--- src/rtl/lt8_sort_ctrl.sv ---
// Batch byte sorter: loads DEPTH bytes, bubble-sorts them in place using one
// external less-than comparator per cycle (early exit), then streams them out.
module lt8_sort_ctrl #(
   parameter int unsigned DEPTH = 4,
   parameter int unsigned CNT_W = 6
) (
   input  logic             clk,
   input  logic             rst_n,
   input  logic             in_valid,
   output logic             in_ready,
   input  logic [7:0]       in_data,
   output logic             out_valid,
   input  logic             out_ready,
   output logic [7:0]       out_data,
   output logic [7:0]       cmp_a,
   output logic [7:0]       cmp_b,
   input  logic             cmp_lt,
   output logic             busy,
   output logic [CNT_W-1:0] sort_cycles
);

   localparam int unsigned IdxW = (DEPTH > 2) ? $clog2(DEPTH) : 1;
   localparam logic [IdxW-1:0] LastIdx = IdxW'(DEPTH - 1);
   localparam logic [IdxW-1:0] LastJ0  = IdxW'(DEPTH - 2);

   typedef enum logic [1:0] {StLoad, StSort, StDrain} state_e;

   state_e           state_q, state_d;
   logic [7:0]       mem_q [DEPTH];
   logic [7:0]       mem_d [DEPTH];
   logic [IdxW-1:0]  load_idx_q, load_idx_d;
   logic [IdxW-1:0]  drain_idx_q, drain_idx_d;
   logic [IdxW-1:0]  pass_q, pass_d;
   logic [IdxW-1:0]  j_q, j_d;
   logic             swapped_q, swapped_d;
   logic [CNT_W-1:0] cnt_q, cnt_d;
   logic [IdxW-1:0]  j_next;
   logic [IdxW-1:0]  last_j;
   logic             swapped_now;

   assign j_next = j_q + IdxW'(1);
   // Each pass bubbles the largest remaining byte to the top, shrinking the range.
   assign last_j = LastJ0 - pass_q;

   // Outputs decoded from state; comparator operands idle at zero outside SORT.
   always_comb begin
      in_ready    = (state_q == StLoad);
      out_valid   = (state_q == StDrain);
      busy        = (state_q != StLoad);
      out_data    = (state_q == StDrain) ? mem_q[drain_idx_q] : 8'd0;
      cmp_a       = (state_q == StSort) ? mem_q[j_next] : 8'd0;
      cmp_b       = (state_q == StSort) ? mem_q[j_q] : 8'd0;
      sort_cycles = cnt_q;
   end

   // Next-state logic for load, compare/swap and drain sequencing.
   always_comb begin
      state_d     = state_q;
      mem_d       = mem_q;
      load_idx_d  = load_idx_q;
      drain_idx_d = drain_idx_q;
      pass_d      = pass_q;
      j_d         = j_q;
      swapped_d   = swapped_q;
      cnt_d       = cnt_q;
      swapped_now = swapped_q;
      case (state_q)
         StLoad: begin
            if (in_valid) begin
               mem_d[load_idx_q] = in_data;
               if (load_idx_q == LastIdx) begin
                  load_idx_d = '0;
                  state_d    = StSort;
                  cnt_d      = '0;
                  pass_d     = '0;
                  j_d        = '0;
                  swapped_d  = 1'b0;
               end else begin
                  load_idx_d = load_idx_q + IdxW'(1);
               end
            end
         end
         StSort: begin
            cnt_d = cnt_q + CNT_W'(1);
            // Strict less-than keeps equal bytes in order (stable sort).
            if (cmp_lt) begin
               mem_d[j_q]    = mem_q[j_next];
               mem_d[j_next] = mem_q[j_q];
               swapped_now   = 1'b1;
            end
            if (j_q == last_j) begin
               if (!swapped_now || last_j == '0) begin
                  state_d = StDrain;
               end else begin
                  pass_d    = pass_q + IdxW'(1);
                  j_d       = '0;
                  swapped_d = 1'b0;
               end
            end else begin
               j_d       = j_next;
               swapped_d = swapped_now;
            end
         end
         StDrain: begin
            if (out_ready) begin
               if (drain_idx_q == LastIdx) begin
                  drain_idx_d = '0;
                  state_d     = StLoad;
               end else begin
                  drain_idx_d = drain_idx_q + IdxW'(1);
               end
            end
         end
         default: state_d = StLoad;
      endcase
   end

   // State registers with synchronous active-low reset.
   always_ff @(posedge clk) begin
      if (!rst_n) begin
         state_q     <= StLoad;
         for (int i = 0; i < DEPTH; i++) mem_q[i] <= 8'd0;
         load_idx_q  <= '0;
         drain_idx_q <= '0;
         pass_q      <= '0;
         j_q         <= '0;
         swapped_q   <= 1'b0;
         cnt_q       <= '0;
      end else begin
         state_q     <= state_d;
         mem_q       <= mem_d;
         load_idx_q  <= load_idx_d;
         drain_idx_q <= drain_idx_d;
         pass_q      <= pass_d;
         j_q         <= j_d;
         swapped_q   <= swapped_d;
         cnt_q       <= cnt_d;
      end
   end

endmodule

--- config.mk ---
export PLATFORM = sky130hd
export DESIGN_NAME = lt8_sort_ctrl
export DESIGN_NICKNAME = d
export VERILOG_FILES = /design/src/rtl/lt8_sort_ctrl.sv
export SDC_FILE = /design/constraint.sdc
export NUM_CORES = 1
export LEC_CHECK = 0
export ABC_CLOCK_PERIOD_IN_PS = 6800
export CORE_ASPECT_RATIO = 1.2
export CORE_MARGIN = 1.5
export CORE_UTILIZATION = 60
export CTS_CLUSTER_DIAMETER = 80
export CTS_CLUSTER_SIZE = 24
export DETAILED_ROUTE_END_ITERATION = 7
export GPL_TIMING_DRIVEN = 0
export PLACE_DENSITY = 0.9
export SKIP_CTS_REPAIR_TIMING = 1
export SLEW_MARGIN = 20
export SYNTH_ARGS = -nofsm -noshare
export SYNTH_HDL_FRONTEND = slang
export SYNTH_SLANG_ARGS = --single-unit
--- constraint.sdc ---
create_clock -name clk -period 6.8 [get_ports clk]
set_clock_uncertainty 0.2 [all_clocks]
set_input_delay 1.36 -clock clk [delete_from_list [all_inputs] [get_ports clk]]
set_output_delay 1.36 -clock clk [all_outputs]
set_load 0.05 [all_outputs]
## After elaboration in Yosys (flattened, before gate mapping)

Cells that the tools add are included.

- Input port bits: 13
- Output and inout bits: 33
- Register bits: 49

- Multiplexer cells: 51
- Add/subtract/negate cells: 6
- Bitwise operators: 4
- Magnitude comparators: 7
- Equal/unequal tests: 14
- Reduce and logical (&&, ||, !) cells: 16

Operators by type and width:

| operator | count |
|---|---|
| 32-bit bitwise mux | 3 |
| 8-bit 2-to-1 mux | 12 |
| 32-bit 2-to-1 mux | 2 |
| 32-bit one-hot mux with 2 select lines | 1 |
| 8-bit binary-select mux with 2-bit select | 3 |
| 8-bit demux with 2-bit select | 3 |
| 2-bit 2-to-1 mux | 14 |
| 3-bit greater-or-equal comparator (second input constant) | 4 |
| 6-bit 2-to-1 mux | 2 |
| 2-bit inverter with 3-bit output | 4 |
| 6-bit one-hot mux with 2 select lines | 1 |
| 2-bit by 1-bit != test with 1-bit output (second input constant) | 5 |
| 3-bit by 1-bit < comparator with 1-bit output (second input constant) | 3 |
| 2-bit by 1-bit adder with 2-bit output (second input constant) | 4 |
| 2-bit one-hot mux with 2 select lines | 2 |
| 6-bit by 1-bit adder with 6-bit output (second input constant) | 1 |
| 2-bit == test (second input constant) | 3 |
| 1-bit 2-to-1 mux | 6 |
| 2-bit != test (second input constant) | 3 |
| 2-bit one-hot mux with 3 select lines | 1 |
| 3-bit AND reduction | 2 |
| 6-bit AND reduction | 1 |
| 5-bit AND reduction | 1 |
| 2-bit zero test | 2 |
| 11 further kinds | 15 |

## Logic depth before layout (Yosys ltp)

Gate-level depths: netlist of run 1.

- Depth in word-level cells: 9
- Mapped depth: 8

## Worst setup path before layout of run 1

Ideal clock, no wire load.

- Kind: register to output
- Start: register j_q[0]
- End: output cmp_a[5]
- Cell stages (with the launch flop): 8
- Path slack: 2.714 ns
- Data required time: 5.240 ns
- Data arrival time: 2.526 ns
- Path buffers: 3
- Cells stage by stage: dfxtp_1 -> buf_2 -> buf_2 -> inv_1 -> ha_1 -> clkbuf_1 -> mux4_2 -> and2_1

- Longest elaborated chain between the ends: 6

RTL lines:

| what | line | source |
|---|---|---|
| start, declared | 34 | `logic [IdxW-1:0] j_q, j_d;` |
| start signal, assigned | 135 | `j_q <= j_d;` |
| 2-bit by 1-bit adder with 2-bit output | 41 | `assign j_next = j_q + IdxW'(1);` |
| 2-bit inverter with 3-bit output (implied by the code) | 51 | `cmp_a = (state_q == StSort) ? mem_q[j_next] : 8'd0;` |
| 8-bit binary-select mux with 2-bit select | 51 |  |
| 8-bit 2-to-1 mux (implied by the code) (2 in a row) | 51 |  |
| 8-bit 2-to-1 mux | 51 |  |
| end, declared | 15 | `output logic [7:0] cmp_a,` |

Every way passes these cells. The select of a mux whose other input is x is not followed.

## Worst setup path after layout of run 1

- Start: register j_q[0]
- End: output cmp_a[6]

The elaborated chain is that of the path after synthesis.

==> results.json, run 1 <==
{
  "status": "finished, violations left",
  "relSlewSlack": 0.376,
  "coreArea_sq_um": 5970,
  "worst_slew_pin_slew_ps": 927,
  "power_w": 0.000623,
  "synth_cells": 426,
  "cts_htree_levels": 2,
  "place_area_sq_um": 4240,
  "end_kind": "output port",
  "rsz0062_at_grt": "no",
  "cap_violations": 0,
  "worstPathRequired_ps": 5240,
  "overflow": 0,
  "synth.yosys.seq_area_share": 0.266,
  "grt_pass1_wl_microns": 19200,
  "antennaDiodeCount": 0,
  "synth_enable_flop_cells": 0,
  "design_area_sq_um": 4330,
  "initial_core_util": 0.618,
  "dieArea_sq_um": 6640,
  "yosys_warnings": 0,
  "grt_max_degree": 16,
  "n_fill_cell": 486,
  "final-max-slew-violation-count": 0,
  "vias_per_cell": 7.22,
  "cts_tree": "done",
  "netlist_area_sq_um": 3690,
  "ir_drop_uv": 105,
  "synth_area_per_cell_sq_um": 8.67,
  "clkLatencyLatePin_ps": 310,
  "synth_top_area_cell": "dfxtp_1",
  "clock_path_buffers": 2,
  "drtIter0Drc": 915,
  "port_buffers": 44,
  "stdcell_count": 560,
  "pin_count": 46,
  "max_stage_delay_ps": 690,
  "hold_path.class": "register to register",
  "cts_buffers": 5,
  "place.gp.congestion": 0.943,
  "ant_nets": 0,
  "drc": 8,
  "fin_nets": 505,
  "drive_gt1_frac": 0.146,
  "setup_viol": 0,
  "cp-start-kind": "register",
  "wl_per_cell_microns": 22.6,
  "clk_pin_slew_worst_paths_ps": 90,
  "violations": "design-rule violations",
  "crit_chain": "buf_2 -> buf_2 -> inv_1 -> ha_1 -> clkbuf_1 -> mux4_2 -> and2_1 -> clkdlybuf4s50_1",
  "wl_microns": 12700,
  "synthFlopType": "dfxtp_1",
  "power_density_nw_per_um2": 144,
  "root_buffer": "clkbuf_8",
  "antenna_found_initial": 0,
  "fmax_mhz": 173,
  "crit_fanout": 10,
  "dr.pass1.iters": 8,
  "crit_type": "register to output port",
  "grt_usage": 0.393,
  "whs_path_depth": 2,
  "vias": 4042,
  "post-route-period-util": 0.850,
  "synth.distinct_cells": 46,
  "synth_top_area_frac": 0.266,
  "synth_area_leaders": "dfxtp_1, mux4_2, o21ai_0, a22oi_1, a31oi_1",
  "die_x_microns": 74.6,
  "placed_cells": 552,
  "path_buf_inv": 5,
  "syn_to_final_growth_pct": 17.3,
  "reg2reg_depth": 8,
  "critPathSlowestCell": "clkdlybuf4s50_1",
  "hold_viol": 0,
  "syn_nets": 454,
  "grt_pass1_vias": 3817,
  "path_common_cell": "buf_2",
  "fin_tns_setup_ps": 0,
  "cts_sinks": 49,
  "ys_ff_latch": 49,
  "cp_top_family": "buffers and inverters",
  "cp_num_cells": 8,
  "dp_hpwl_microns": 8310,
  "die_y_microns": 89.0,
  "fp-row-count": 31,
  "arrival_ps": 4220,
  "synthArstFlopShare": 0,
  "p_leak_nw": 1.41,
  "layout_min_cycle_time_ps": 5780
}
-- per-layer routing --
| metal | wire [microns] | GRT usage | vias up | part of all wire |
|---|---|---|---|---|
| li1 | - | - | 1718 | - |
| met1 | 4120 | 0.453 | 1798 | 0.33 |
| met2 | 5530 | 0.600 | 390 | 0.44 |
| met3 | 1860 | 0.126 | 136 | 0.15 |
| met4 | 1150 | 0.302 | 0 | 0.091 |
| met5 | 0 | 0 | - | 0 |
-- worst min-delay path: cells and delay by family (launching register included) --
kind | cells | cell delay (ps)
DFF | 1 | 340
AOI/OAI and AO/OA | 2 | 130
-- kinds of logic after synthesis --
kind of cell,count (synthesis),synth area share
muxes,33,0.150
buffers and inverters,33,0.0423
adders and majority gates,15,0.0508
AOI/OAI and AO/OA,154,0.278
and+or+nand+nor,135,0.196
DFF,49,0.266
xor gates and xnor gates,7,0.0166
-- flip-flops by register name, indices dropped and copies added (netlist names) --
register and cells:
mem_q 32, drain_idx_q 2, swapped_q 1, load_idx_q 2, pass_q 2, j_q 2, sort_cycles 6, state_q 2
-- cell type report --
cell class	count	area (sq um)	share of cell area
inverters	10	37.5	0.00866
flip-flops and latches	49	981	0.226
clock inverters	2	13.8	0.00318
well taps	82	103	0.0237
multi-input cells	344	2560	0.590
plain buffers	23	119	0.0274
repair buffers	44	440	0.102
clock buffers	6	82.6	0.0191
-- power breakdown --
| part | internal (W) | switching, W |
|---|---|---|
| Combinational | 0.0000474 | 0.0000701 |
| Sequential | 0.000302 | 0.0000151 |
| Clock | 0.0000828 | 0.000105 |
| Total | 0.000433 | 0.000190 |
-- metrics by stage --
stage,setup WS (ps),hold slack (ps),util
floorplan,2710,254,-
global placement,1550,270,0.709
detailed placement,1490,303,0.709
CTS,1140,319,0.725
global route,952,343,0.725
finish,1020,313,0.725
-- cell usage in the layout (no fill, tap or decap), types with 13 or more instances in the layout --
master / n
a22oi_1: 32
a31oi_1: 31
and2_1: 16
clkbuf_1: 13
clkdlybuf4s50_1: 44
dfxtp_1: 49
ha_1: 15
mux2_2: 16
mux4_2: 16
nand2_1: 49
nor2_1: 26
o21ai_0: 66
-- cell usage after synthesis, types with 2 or more instances --
master / n
or3_1: 2
xnor2_1: 7
nor3_1: 9
a21boi_0: 5
nor2_1: 26
nor2b_1: 3
buf_2: 4
nor4b_1: 5
buf_4: 3
a31oi_1: 31
clkbuf_1: 13
and2_1: 16
a22oi_1: 32
ha_1: 15
mux2_2: 16
nand2_1: 49
inv_1: 10
a2111oi_4: 4
o21ai_0: 69
buf_6: 2
dfxtp_1: 49
nand3_1: 4
a21oi_1: 3
nor3b_2: 5
nor3_2: 8
mux4_2: 16
-- final timing paths --
path                                start        end  slack, ps
worst max-delay path               j_q[0]   cmp_a[6]       1020
worst min-delay path            pass_q[0]  pass_q[0]        310
worst max register to register     j_q[0]   mem_q[6]       3110
worst min register to register  pass_q[0]  pass_q[0]        310
(Power assumes the default switching activity.)
==> run 2, diff against run 1 <==
--- a/config.mk
+++ b/config.mk
@@ -5,15 +5,16 @@
 export SDC_FILE = /design/constraint.sdc
 export NUM_CORES = 1
 export LEC_CHECK = 0
-export ABC_CLOCK_PERIOD_IN_PS = 6800
+export ABC_CLOCK_PERIOD_IN_PS = 5600
 export CORE_ASPECT_RATIO = 1.2
 export CORE_MARGIN = 1.5
-export CORE_UTILIZATION = 60
+export CORE_UTILIZATION = 57
 export CTS_CLUSTER_DIAMETER = 80
 export CTS_CLUSTER_SIZE = 24
 export DETAILED_ROUTE_END_ITERATION = 7
+export GPL_ROUTABILITY_DRIVEN = 0
 export GPL_TIMING_DRIVEN = 0
-export PLACE_DENSITY = 0.9
+export PLACE_DENSITY = 0.87
 export SKIP_CTS_REPAIR_TIMING = 1
 export SLEW_MARGIN = 20
 export SYNTH_ARGS = -nofsm -noshare
==> constraint.sdc (replaced) <==
create_clock -name clk -period 5.6 [get_ports clk]
set_clock_uncertainty 0.2 [all_clocks]
set_input_delay 1.12 -clock clk [delete_from_list [all_inputs] [get_ports clk]]
set_output_delay 1.12 -clock clk [all_outputs]
set_load 0.05 [all_outputs]
==> results.json, run 2 (same netlist as run 1, synthesis figures left out) <==
{
  "pre_cts_ws_ps": 573,
  "final-max-slew-violation-count": 0,
  "antennaDiodeCount": 0,
  "initial_core_util": 0.599,
  "p_leak_nw": 1.41,
  "grt_pass1_vias": 3734,
  "stdcell_count": 560,
  "clock_path_buffers": 2,
  "mostFrequentLayoutCell": "o21ai_0",
  "post-route-period-util": 0.984,
  "die_x_microns": 76.5,
  "arrival_ps": 4190,
  "clkLatencyLatePin_ps": 320,
  "fmax_mhz": 181,
  "vias": 3986,
  "end_kind": "output port",
  "timing.final.ws_setup_ps": 86.9,
  "vias_per_cell": 7.12,
  "power_density_nw_per_um2": 175,
  "n_fill_cell": 496,
  "cts_sinks": 49,
  "wl_per_cell_microns": 21.8,
  "grt_max_degree": 16,
  "port_buffers": 44,
  "crit_chain": "buf_2 -> buf_2 -> inv_1 -> ha_1 -> clkbuf_1 -> mux4_2 -> and2_1 -> clkdlybuf4s50_1",
  "max_stage_delay_ps": 690,
  "die_y_microns": 91.2,
  "cts_htree_levels": 2,
  "grt_usage": 0.350,
  "worst_slew_pin_slew_ps": 1250,
  "dp_hpwl_microns": 8220,
  "critPathSlowestCell": "clkdlybuf4s50_1",
  "overflow": 0,
  "worstPathRequired_ps": 4280,
  "fin_tns_setup_ps": 0,
  "layout_min_cycle_time_ps": 5510,
  "relSlewSlack": 0.157,
  "drc": 0,
  "dr.pass1.iters": 7,
  "fin_nets": 505,
  "cap_violations": 0,
  "antenna_found_initial": 0,
  "hold_path.class": "register to register",
  "setup_viol": 0,
  "fp-row-count": 31,
  "cts_buffers": 5,
  "coreArea_sq_um": 6170,
  "crit_type": "register to output port",
  "drtIter0Drc": 898,
  "root_buffer": "clkbuf_8",
  "ir_drop_uv": 129,
  "pin_count": 46,
  "status": "completed",
  "regMostFlops": "mem_q",
  "cts_tree": "done",
  "final_cell_mix": "o21ai_0, nand2_1, dfxtp_1",
  "wl_microns": 12200,
  "clk_pin_slew_worst_paths_ps": 100,
  "path_common_cell": "buf_2",
  "grt_pass1_wl_microns": 19200,
  "largest_register_ffs": 32,
  "syn_to_final_growth_pct": 17.3,
  "hold_viol": 0,
  "ant_nets": 0,
  "crit_fanout": 10,
  "placed_cells": 552,
  "dieArea_sq_um": 6970,
  "rsz0062_at_grt": "no",
  "drive_gt1_frac": 0.146,
  "cp-start-kind": "register"
}
run 2: per-layer routing:
metal / vias up / routed length (microns) / global-route usage
li1: 1710 / - / -
met1: 1777 / 4250 / 0.415
met2: 398 / 5340 / 0.556
met3: 101 / 1740 / 0.105
met4: 0 / 860 / 0.211
met5: - / 0 / 0
run 2: final timing paths:
check	cells after the start	to	slack (ps)	from
setup reg to reg	8	mem_q[6]	1920	j_q[0]
setup / recovery	8	cmp_a[6]	90	j_q[0]
hold / removal	2	swapped_q	310	swapped_q
hold reg to reg	2	swapped_q	310	swapped_q
run 2: critical path: cells and delay by family (launching register included):
family,cells,cell delay [ps]
mux,1,680
flops,1,420
simple gates,1,190
buf+inv,5,2300
fa+ha+maj,1,310
run 2: cell type report:
type,count,area (sq um),share of cell area
Buffer,23,119,0.0274
Clock buffer,6,82.6,0.0191
Clock inverter,2,13.8,0.00318
Inverter,10,37.5,0.00866
Multi-Input combinational cell,344,2560,0.590
Sequential cell,49,981,0.226
Tap cell,82,103,0.0237
Timing Repair Buffer,44,440,0.102
run 2: through the flow:
step | util | hold WS [ps] | total power (W) | area, sq um
5_1_grt | 0.703 | 345 | 0.000782 | 4330
4_1_cts | 0.703 | 314 | 0.000749 | 4330
2_1_floorplan | - | 254 | 0.000481 | 3690
3_5_place_dp | 0.687 | 287 | 0.000526 | 4240
6_report | 0.703 | 315 | 0.000759 | 4330
3_3_place_gp | 0.687 | 272 | 0.000522 | 4240
run 2: report_power, final:
part / switching [W] / total, W / internal [W]
Clock: 0.000132 / 0.000233 / 0.000101
Combinational: 0.0000832 / 0.000141 / 0.0000576
Sequential: 0.0000179 / 0.000385 / 0.000367
